File: src/rtl/dff_async_bist_pkg.sv
// Shared types and constants for the dff_async built-in self-test block:
// FSM state encoding, LFSR geometry/taps, default seed and LFSR helpers.
package dff_async_bist_pkg;

    typedef enum logic [1:0] {
        ST_IDLE  = 2'd0,
        ST_DRIVE = 2'd1,
        ST_CHECK = 2'd2,
        ST_DONE  = 2'd3
    } state_t;

    localparam int unsigned LFSR_W = 16;

    // x^16 + x^14 + x^13 + x^11 + 1, left-shifting Fibonacci: bits 15, 13, 12, 10
    localparam logic [LFSR_W-1:0] LFSR_TAPS = 16'hB400;

    localparam logic [LFSR_W-1:0] DEFAULT_SEED = 16'hACE1;

    // Feedback bit that enters bit 0 on the next shift.
    function automatic logic lfsr_fb(input logic [LFSR_W-1:0] v);
        return ^(v & LFSR_TAPS);
    endfunction

    // An all-zero state would lock the LFSR, so it is replaced by 1.
    function automatic logic [LFSR_W-1:0] lfsr_fix_seed(input logic [LFSR_W-1:0] s);
        return (s == '0) ? LFSR_W'(1) : s;
    endfunction

endpackage

File: src/rtl/dff_async_bist_lfsr16.sv
// 16-bit left-shifting Fibonacci LFSR with synchronous load and step.
// Ports: clk, reset (async, active-low), load (take seed), seed,
//        step (advance one position), value (current state).
module lfsr16
    import dff_async_bist_pkg::*;
#(
    parameter logic [LFSR_W-1:0] RESET_VALUE = DEFAULT_SEED
) (
    input  logic              clk,
    input  logic              reset,
    input  logic              load,
    input  logic [LFSR_W-1:0] seed,
    input  logic              step,
    output logic [LFSR_W-1:0] value
);

    // Load has priority over step.
    always_ff @(posedge clk or negedge reset) begin
        if (!reset) begin
            value <= RESET_VALUE;
        end else if (load) begin
            value <= seed;
        end else if (step) begin
            value <= {value[LFSR_W-2:0], lfsr_fb(value)};
        end
    end

endmodule

File: src/rtl/dff_async_bist.sv
// Built-in self-test for the asynchronous-reset D flip-flop. Drives an
// LFSR-derived d/reset vector for one cycle, checks q/qb the next cycle,
// and accumulates saturating pass/fail counts.
// Ports: clk, reset (async, active-low), i_start (run pulse),
//        i_q/i_qb (DUT outputs), o_d/o_dut_reset (DUT inputs),
//        o_busy, o_done, o_pass_cnt, o_fail_cnt, o_all_pass.
module dff_async_bist
    import dff_async_bist_pkg::*;
#(
    parameter int unsigned       NUM_VECTORS = 100,
    parameter logic [LFSR_W-1:0] LFSR_SEED   = DEFAULT_SEED,
    parameter int unsigned       CNT_W       = 8
) (
    input  logic             clk,
    input  logic             reset,
    input  logic             i_start,
    input  logic             i_q,
    input  logic             i_qb,
    output logic             o_d,
    output logic             o_dut_reset,
    output logic             o_busy,
    output logic             o_done,
    output logic [CNT_W-1:0] o_pass_cnt,
    output logic [CNT_W-1:0] o_fail_cnt,
    output logic             o_all_pass
);

    localparam int unsigned       IDX_W    = 16;
    localparam logic [IDX_W-1:0]  LAST_IDX = IDX_W'(NUM_VECTORS - 1);
    localparam logic [CNT_W-1:0]  CNT_MAX  = '1;
    localparam logic [LFSR_W-1:0] SEED_EFF = lfsr_fix_seed(LFSR_SEED);

    state_t             state;
    state_t             state_nxt;
    logic [IDX_W-1:0]   idx;
    logic [IDX_W-1:0]   idx_nxt;
    logic [LFSR_W-1:0]  lfsr_val;
    logic               lfsr_load;
    logic               lfsr_step_en;
    logic               d_nxt;
    logic               dut_reset_nxt;
    logic               busy_nxt;
    logic               done_nxt;
    logic               all_pass_nxt;
    logic [CNT_W-1:0]   pass_nxt;
    logic [CNT_W-1:0]   fail_nxt;
    logic               exp_q;
    logic               vec_ok;
    logic               last_vec;

    lfsr16 #(
        .RESET_VALUE (SEED_EFF)
    ) u_lfsr (
        .clk   (clk),
        .reset (reset),
        .load  (lfsr_load),
        .seed  (SEED_EFF),
        .step  (lfsr_step_en),
        .value (lfsr_val)
    );

    // The registered vector is still on o_d/o_dut_reset during CHECK.
    assign exp_q    = o_dut_reset ? 1'b0 : o_d;
    assign vec_ok   = (i_q == exp_q) && (i_qb == ~i_q);
    assign last_vec = (idx >= LAST_IDX);

    // State register.
    always_ff @(posedge clk or negedge reset) begin
        if (!reset) begin
            state <= ST_IDLE;
        end else begin
            state <= state_nxt;
        end
    end

    // Next-state logic.
    always_comb begin
        state_nxt = state;
        case (state)
            ST_IDLE, ST_DONE: if (i_start) state_nxt = ST_DRIVE;
            ST_DRIVE:         state_nxt = ST_CHECK;
            ST_CHECK:         state_nxt = last_vec ? ST_DONE : ST_DRIVE;
            default:          state_nxt = ST_IDLE;
        endcase
    end

    // Output/datapath next values, registered below.
    always_comb begin
        idx_nxt       = idx;
        d_nxt         = o_d;
        dut_reset_nxt = o_dut_reset;
        busy_nxt      = o_busy;
        done_nxt      = o_done;
        all_pass_nxt  = o_all_pass;
        pass_nxt      = o_pass_cnt;
        fail_nxt      = o_fail_cnt;
        lfsr_load     = 1'b0;
        lfsr_step_en  = 1'b0;
        case (state)
            ST_IDLE, ST_DONE: begin
                if (i_start) begin
                    // The LFSR loads at this same edge, so vector 0 comes straight from the seed.
                    lfsr_load     = 1'b1;
                    idx_nxt       = '0;
                    pass_nxt      = '0;
                    fail_nxt      = '0;
                    d_nxt         = SEED_EFF[0];
                    dut_reset_nxt = SEED_EFF[1] & SEED_EFF[2];
                    busy_nxt      = 1'b1;
                    done_nxt      = 1'b0;
                    all_pass_nxt  = 1'b0;
                end
            end
            ST_CHECK: begin
                lfsr_step_en = 1'b1;
                if (vec_ok) begin
                    if (o_pass_cnt != CNT_MAX) pass_nxt = o_pass_cnt + CNT_W'(1);
                end else begin
                    if (o_fail_cnt != CNT_MAX) fail_nxt = o_fail_cnt + CNT_W'(1);
                end
                if (!last_vec) begin
                    // Bits 0..2 of the stepped LFSR, without materialising the full next state.
                    idx_nxt       = idx + IDX_W'(1);
                    d_nxt         = lfsr_fb(lfsr_val);
                    dut_reset_nxt = lfsr_val[0] & lfsr_val[1];
                end else begin
                    d_nxt         = 1'b0;
                    dut_reset_nxt = 1'b1;
                    busy_nxt      = 1'b0;
                    done_nxt      = 1'b1;
                    all_pass_nxt  = (fail_nxt == '0);
                end
            end
            default: ;
        endcase
    end

    // Registered outputs and vector index.
    always_ff @(posedge clk or negedge reset) begin
        if (!reset) begin
            idx         <= '0;
            o_d         <= 1'b0;
            o_dut_reset <= 1'b1;
            o_busy      <= 1'b0;
            o_done      <= 1'b0;
            o_pass_cnt  <= '0;
            o_fail_cnt  <= '0;
            o_all_pass  <= 1'b0;
        end else begin
            idx         <= idx_nxt;
            o_d         <= d_nxt;
            o_dut_reset <= dut_reset_nxt;
            o_busy      <= busy_nxt;
            o_done      <= done_nxt;
            o_pass_cnt  <= pass_nxt;
            o_fail_cnt  <= fail_nxt;
            o_all_pass  <= all_pass_nxt;
        end
    end

endmodule
File: config.mk
export PLATFORM = sky130hd
export DESIGN_NAME = dff_async_bist
export DESIGN_NICKNAME = d
export VERILOG_FILES = /design/src/rtl/dff_async_bist_pkg.sv /design/src/rtl/dff_async_bist_lfsr16.sv /design/src/rtl/dff_async_bist.sv
export SDC_FILE = /design/constraint.sdc
export NUM_CORES = 1
export LEC_CHECK = 0
export CORE_ASPECT_RATIO = 1.75
export CORE_MARGIN = 8
export CORE_UTILIZATION = 53
export CTS_CLUSTER_DIAMETER = 120
export DETAILED_ROUTE_END_ITERATION = 10
export GPL_TIMING_DRIVEN = 0
export HOLD_SLACK_MARGIN = 0.12
export PLACE_DENSITY_LB_ADDON = 0.25
export SLEW_MARGIN = 10
export SYNTH_ARGS = -nofsm -noshare
export SYNTH_HDL_FRONTEND = slang
export SYNTH_SLANG_ARGS = --single-unit
File: constraint.sdc
create_clock -name clk -period 2.36 [get_ports clk]
set_input_delay 0.472 -clock clk [delete_from_list [all_inputs] [get_ports clk]]
set_output_delay 0.472 -clock clk [all_outputs]
set_load 0.02 [all_outputs]
# == Word level (Yosys, flattened, before mapping) ==
# Cells that the tools add are included.
# classes
addsub,3
magnitude_cmp,1
n_eq_ne,12
n_mux,32
n_bitwise,2
n_reduce_logical,11
# op_table
operator,n
two-way mux 16 bit,4
two-way mux 8 bit,6
case mux 16 bit (2 select lines),1
case mux 8 bit (2 select lines),2
adder 16 x 1 -> 16 bit (second input constant),1
adder 8 x 1 -> 8 bit (second input constant),2
greater-or-equal comparator 16 x 7 -> 1 bit (second input constant),1
!= test 8 bit (second input constant),2
XOR reduction 16 bit,1
two-way mux 1 bit,11
!= test 2 bit (second input constant),5
case mux 1 bit (2 select lines),5
logical NOT 8 bit,1
case mux 2 bit (3 select lines),1
AND reduction 3 bit,2
== test 2 bit (second input constant),2
two-way mux 2 bit,2
AND reduction 4 bit,1
nonzero test 2 bit,2
== test 1 bit,2
== test 2 x 1 -> 1 bit (second input constant),1
logical NOT 2 bit,1
AND reduction 2 bit,1
OR reduction 2 bit,1
3 further kinds,3
# word_totals
register_bits,55
in_bits,5
out_inout_bits,21
elab_cells,71

# == Logic depth before layout (Yosys ltp) ==
# depth
depth_word,8
ltp_mapped,9
mapped_depth_nobuf,7

# == By module ==
# Synthesis repeated with hierarchy kept, for this count alone.
# hier_totals
cells_unflattened,312
hier_area_um2,2929.1
# by_module_without_submodules
mod,instances,cells_per_inst,area_each_um2
dff_async_bist,1,239,2138.3
lfsr16,1,73,790.8

# == Least setup slack after synthesis ==
# Ideal clock, no wire load.
# synth_path
path_kind,register to register
startpoint,register o_fail_cnt[1]
endpoint,register o_all_pass
setup_ps,64
arrival_time_ps,2002
t_required_ps,2296
slack_ps,294
path_stages_with_launch,7
n_path_buf,0
period_less_slack_ps,2066
path_cell_list,dfrtp_1 > ha_1 > nand3_1 > a2111oi_0 > mux2_2 > nor3b_1 > a31o_2
# synth_between
elab_chain_cells,7
# synth_lines
item,line_no,source
"start, declared",dff_async_bist.sv:24,"output logic [CNT_W-1:0] o_fail_cnt,"
"start signal, assigned",dff_async_bist.sv:156,o_fail_cnt <= fail_nxt;
adder 8 x 1 -> 8 bit / != test 8 bit (equally long branches),dff_async_bist.sv:119,if (o_fail_cnt != CNT_MAX) fail_nxt = o_fail_cnt + CNT_W'(1);
two-way mux 8 bit,dff_async_bist.sv:119,
two-way mux 8 bit (*),dff_async_bist.sv:116,if (vec_ok) begin
two-way mux 8 bit (*),dff_async_bist.sv:99,case (state)
logical NOT 8 bit (*),dff_async_bist.sv:131,all_pass_nxt = (fail_nxt == '0);
two-way mux 1 bit (*),dff_async_bist.sv:121,if (!last_vec) begin
case mux 1 bit (2 select lines) (*),dff_async_bist.sv:99,
"end signal, assigned",dff_async_bist.sv:157,o_all_pass <= all_pass_nxt;
"end, declared",dff_async_bist.sv:25,output logic o_all_pass
# Every way passes the cells marked *; elsewhere a longest branch is shown, timed or not. The select of a mux whose other input is x is not followed.
# A chain may end at the register's enable or synchronous reset.

# == Worst setup path in the final report ==
# layout_path
startpoint,register state[0]
endpoint,register idx[5]
# layout_between
elab_chain_cells,4
# layout_lines
item,line_no,source
"start, declared",dff_async_bist.sv:33,state_t state;
"start signal, assigned",dff_async_bist.sv:72,state <= state_nxt;
== test 2 bit / logical NOT 2 bit (equally long branches),dff_async_bist.sv:99,
OR reduction 2 bit,dff_async_bist.sv:99,
!= test 2 bit (no line) / nonzero test 2 bit (equally long branches),-,
AND reduction 3 bit (no line),-,
"end signal, assigned",dff_async_bist.sv:150,idx <= idx_nxt;
"end, declared",dff_async_bist.sv:35,logic [IDX_W-1:0] idx;
# Several ways; a longest one is shown, not always the timed one.

==> impl_metrics.env <==
export IMPL_status="complete, no violations"
export IMPL_critical_path_class="reg2reg"
export IMPL_setup_tns_ns=0
export IMPL_synth_area_leader_cell="dfrtp_1"
export IMPL_antennaDiodeCount=0
export IMPL_syn_area_per_cell_sq_um=9.74
export IMPL_synth_edf_count=0
export IMPL_cts_tree="done"
export IMPL_synthCells=297
export IMPL_routed_via_density=6.02
export IMPL_seqCellArea_sq_mm=0.00139
export IMPL_fin_crit_ns=2.26
export IMPL_track_usage=0.153
export IMPL_routedWlPerCell_um=16.0
export IMPL_fmax_mhz=443
export IMPL_crit_arrival_ns=2.49
export IMPL_htreeDepth=2
export IMPL_die_area_sq_mm=0.00817
export IMPL_fp_coreArea_sq_mm=0.00526
export IMPL_firstDrtPassIters=4
export IMPL_synth_main_ff_cell="dfrtp_1"
export IMPL_dr_total_vias=2324
export IMPL_clk_pin_slew_ns=0.10
export IMPL_drcViolationCount=0
export IMPL_multi_input_area_sq_mm=0.00141
export IMPL_ctsRootBufferMaster="clkbuf_8"
export IMPL_yosysWarnings=0
export IMPL_fillers=443
export IMPL_post_cts_setup_buffers=0
export IMPL_drive_gt1_frac=0.118
export IMPL_finalWeightedCongestion=0.885
export IMPL_crit_path_start_kind="flip-flop"
export IMPL_skew_ns=0.00863
export IMPL_clk_path_buf_depth=2
export IMPL_critical_path_max_fanout=10
export IMPL_critPathCaptureType="flip-flop"
export IMPL_fp_dieH_um=114
export IMPL_vdd_drop_max_mv=0.597
export IMPL_start_util=0.550
export IMPL_synth_nets=307
export IMPL_clkLatencyLatePin_ns=0.31
export IMPL_post_dp_hpwl_um=4490
export IMPL_antenna_found_initial=0
export IMPL_ys_seq_area_frac=0.480
export IMPL_port_buffers=25
export IMPL_p_leak_nw=1.42
export IMPL_maxSlewViolCount=0
export IMPL_tightest_slew_ns=0.774
export IMPL_dr_first_iter_drc_count=159
export IMPL_final_util=0.638
export IMPL_drt_wl_total_um=6190
export IMPL_synth_top_area_frac=0.398
export IMPL_drv_cap=0
export IMPL_ys_types=57
export IMPL_cts_made_buffers=5
export IMPL_cts_sinks=55
export IMPL_synth_async_sr_flop_share=1.00
export IMPL_ys_seq_elements=55
export IMPL_die_w_um=71.8
export IMPL_grt_pass1_wl_um=10200
export IMPL_power_density_mw_per_mm2=966
export IMPL_rsz0062_at_grt="no"
export IMPL_ant_nets=0
export IMPL_finalSetupViolations=0
export IMPL_synth_area_sq_mm=0.00289
export IMPL_hold_class="in2async"
export IMPL_hold_violations=0
export IMPL_yosys_top_cells_area="dfrtp_1 (40%), dfstp_2 (8.2%), mux2i_1 (6.9%), nor2_1 (3.8%), nand2_1 (3.6%)"
export IMPL_post_route_period_util=0.956
export IMPL_rows=35
export IMPL_overflow=0
export IMPL_grt_max_degree=30
export IMPL_grt_pass1_vias=2272
export IMPL_io_pins=26
export IMPL_critPathRequiredTime_ns=2.59
export IMPL_nets=340
export IMPL_syn_to_final_growth_pct=15.9
export IMPL_slew_headroom=0.480
[cell type report]
type,count,area share
Buffer,14,0.0187
Clock inverter,2,0.0105
Multi-Input combinational cell,218,0.421
Inverter,10,0.0112
Sequential cell,55,0.414
Tap cell,55,0.0205
Timing Repair Buffer,26,0.0791
Clock buffer,6,0.0246
[worst max-delay path, stage by stage, from the launching register on]
cell      delay (ns)
dfrtp_1         0.41
inv_1           0.07
ha_1            0.13
buf_2           0.22
inv_2           0.16
o21ai_1         0.20
clkbuf_4        0.25
nand4_1         0.16
or3_2           0.44
a21oi_1         0.14
[sequential cells by signal, summed over array words and instances, names as in the netlist]
register and flops:
o_busy 1, o_dut_reset 1, u_lfsr.value 16, state 2, o_done 1, o_pass_cnt 8
o_all_pass 1, o_d 1, o_fail_cnt 8, idx 16
[synthesized netlist by cell type, types with 3 or more instances]
master     n
clkbuf_1   6
inv_1      9
and2_1     4
nand4_1    7
dfrtp_1   46
or4_1      6
a41oi_1    3
o31ai_1    4
buf_2      5
a21oi_1   17
nor3_1     6
mux2i_1   20
nand2_1   28
ha_1       5
dfstp_2    9
nor2_1    29
o21ai_0   17
nand2b_1   3
nand3_1    7
and3_1     7
nor2b_1    5
o21ai_1    3
xnor2_1    7
[metal layers]
metal,global-route usage,wire [um],vias to the layer above
li1,-,-,1135
met1,0.164,2470,1130
met2,0.277,3370,48
met3,0.0246,237,11
met4,0.0809,110,0
met5,0,0,-
[layout by cell type, fill, tap and decap left out, types with 3 or more instances in the layout]
cell type         n
clkbuf_1          6
o21ai_1           3
inv_1             9
a21oi_1          17
nor2b_1           5
ha_1              5
and2_1            4
o31ai_1           4
nor2_1           29
xnor2_1           7
mux2i_1          20
nand3_1           7
and3_1            7
nand2_1          28
a41oi_1           3
clkbuf_8          6
o21ai_0          17
buf_2             5
nand4_1           7
dfrtp_1          46
nand2b_1          3
dfstp_2           9
nor3_1            6
or4_1             6
clkdlybuf4s50_1  24
[final timing paths]
| check | cells after the start | endpoint | slack [ns] | from |
|---|---|---|---|---|
| worst max-delay path | 9 | idx[5] | 0.10 | state[0] |
| worst min-delay path | 1 | o_fail_cnt[0] | 0.16 | reset |
| worst max register to register | 9 | idx[5] | 0.10 | state[0] |
| worst min register to register | 1 | idx[14] | 0.50 | idx[14] |
| max in group asynchronous | 2 | u_lfsr.value[10] | 1.54 | reset |
| min in group clk | 1 | idx[14] | 0.50 | idx[14] |
[stage by stage]
step	instance area (sq um)	worst slack (ns)	power, W	hold slack [ns]	instances
after detailed placement	3230	-0.176	0.00261	0.485	378
after global routing	3350	0.00279	0.00345	0.213	386
final	3350	0.103	0.00324	0.162	386
after CTS	3340	0.0775	0.00325	0.199	386
after floorplan	2890	0.294	0.00222	0.176	297
after global placement	3210	-0.851	0.00257	0.480	377
[report_power, final]
group,total (W),switching [W],internal [W]
combinational,0.00127,0.000782,0.000491
clock,0.000645,0.000301,0.000344
sequential,0.00132,0.000155,0.00117
[logic make-up (layout without fill, tap and decap cells)]
family | count (synthesis) | after routing | share of synthesized area
AO/OA/AOI/OAI | 69 | 69 | 0.158
XOR/XNOR | 9 | 9 | 0.0273
adder cells (fa/ha/maj) | 5 | 5 | 0.0216
buffers and inverters | 24 | 58 | 0.0337
flip-flops | 55 | 55 | 0.480
multiplexers | 21 | 21 | 0.0731
AND/OR/NAND/NOR | 114 | 114 | 0.206
[repair_timing]
item,4_1_cts,5_1_grt
hold buffers,0,0
resized for setup,0,2
setup endpoints to repair,0,5
(Power assumes the default switching activity.)
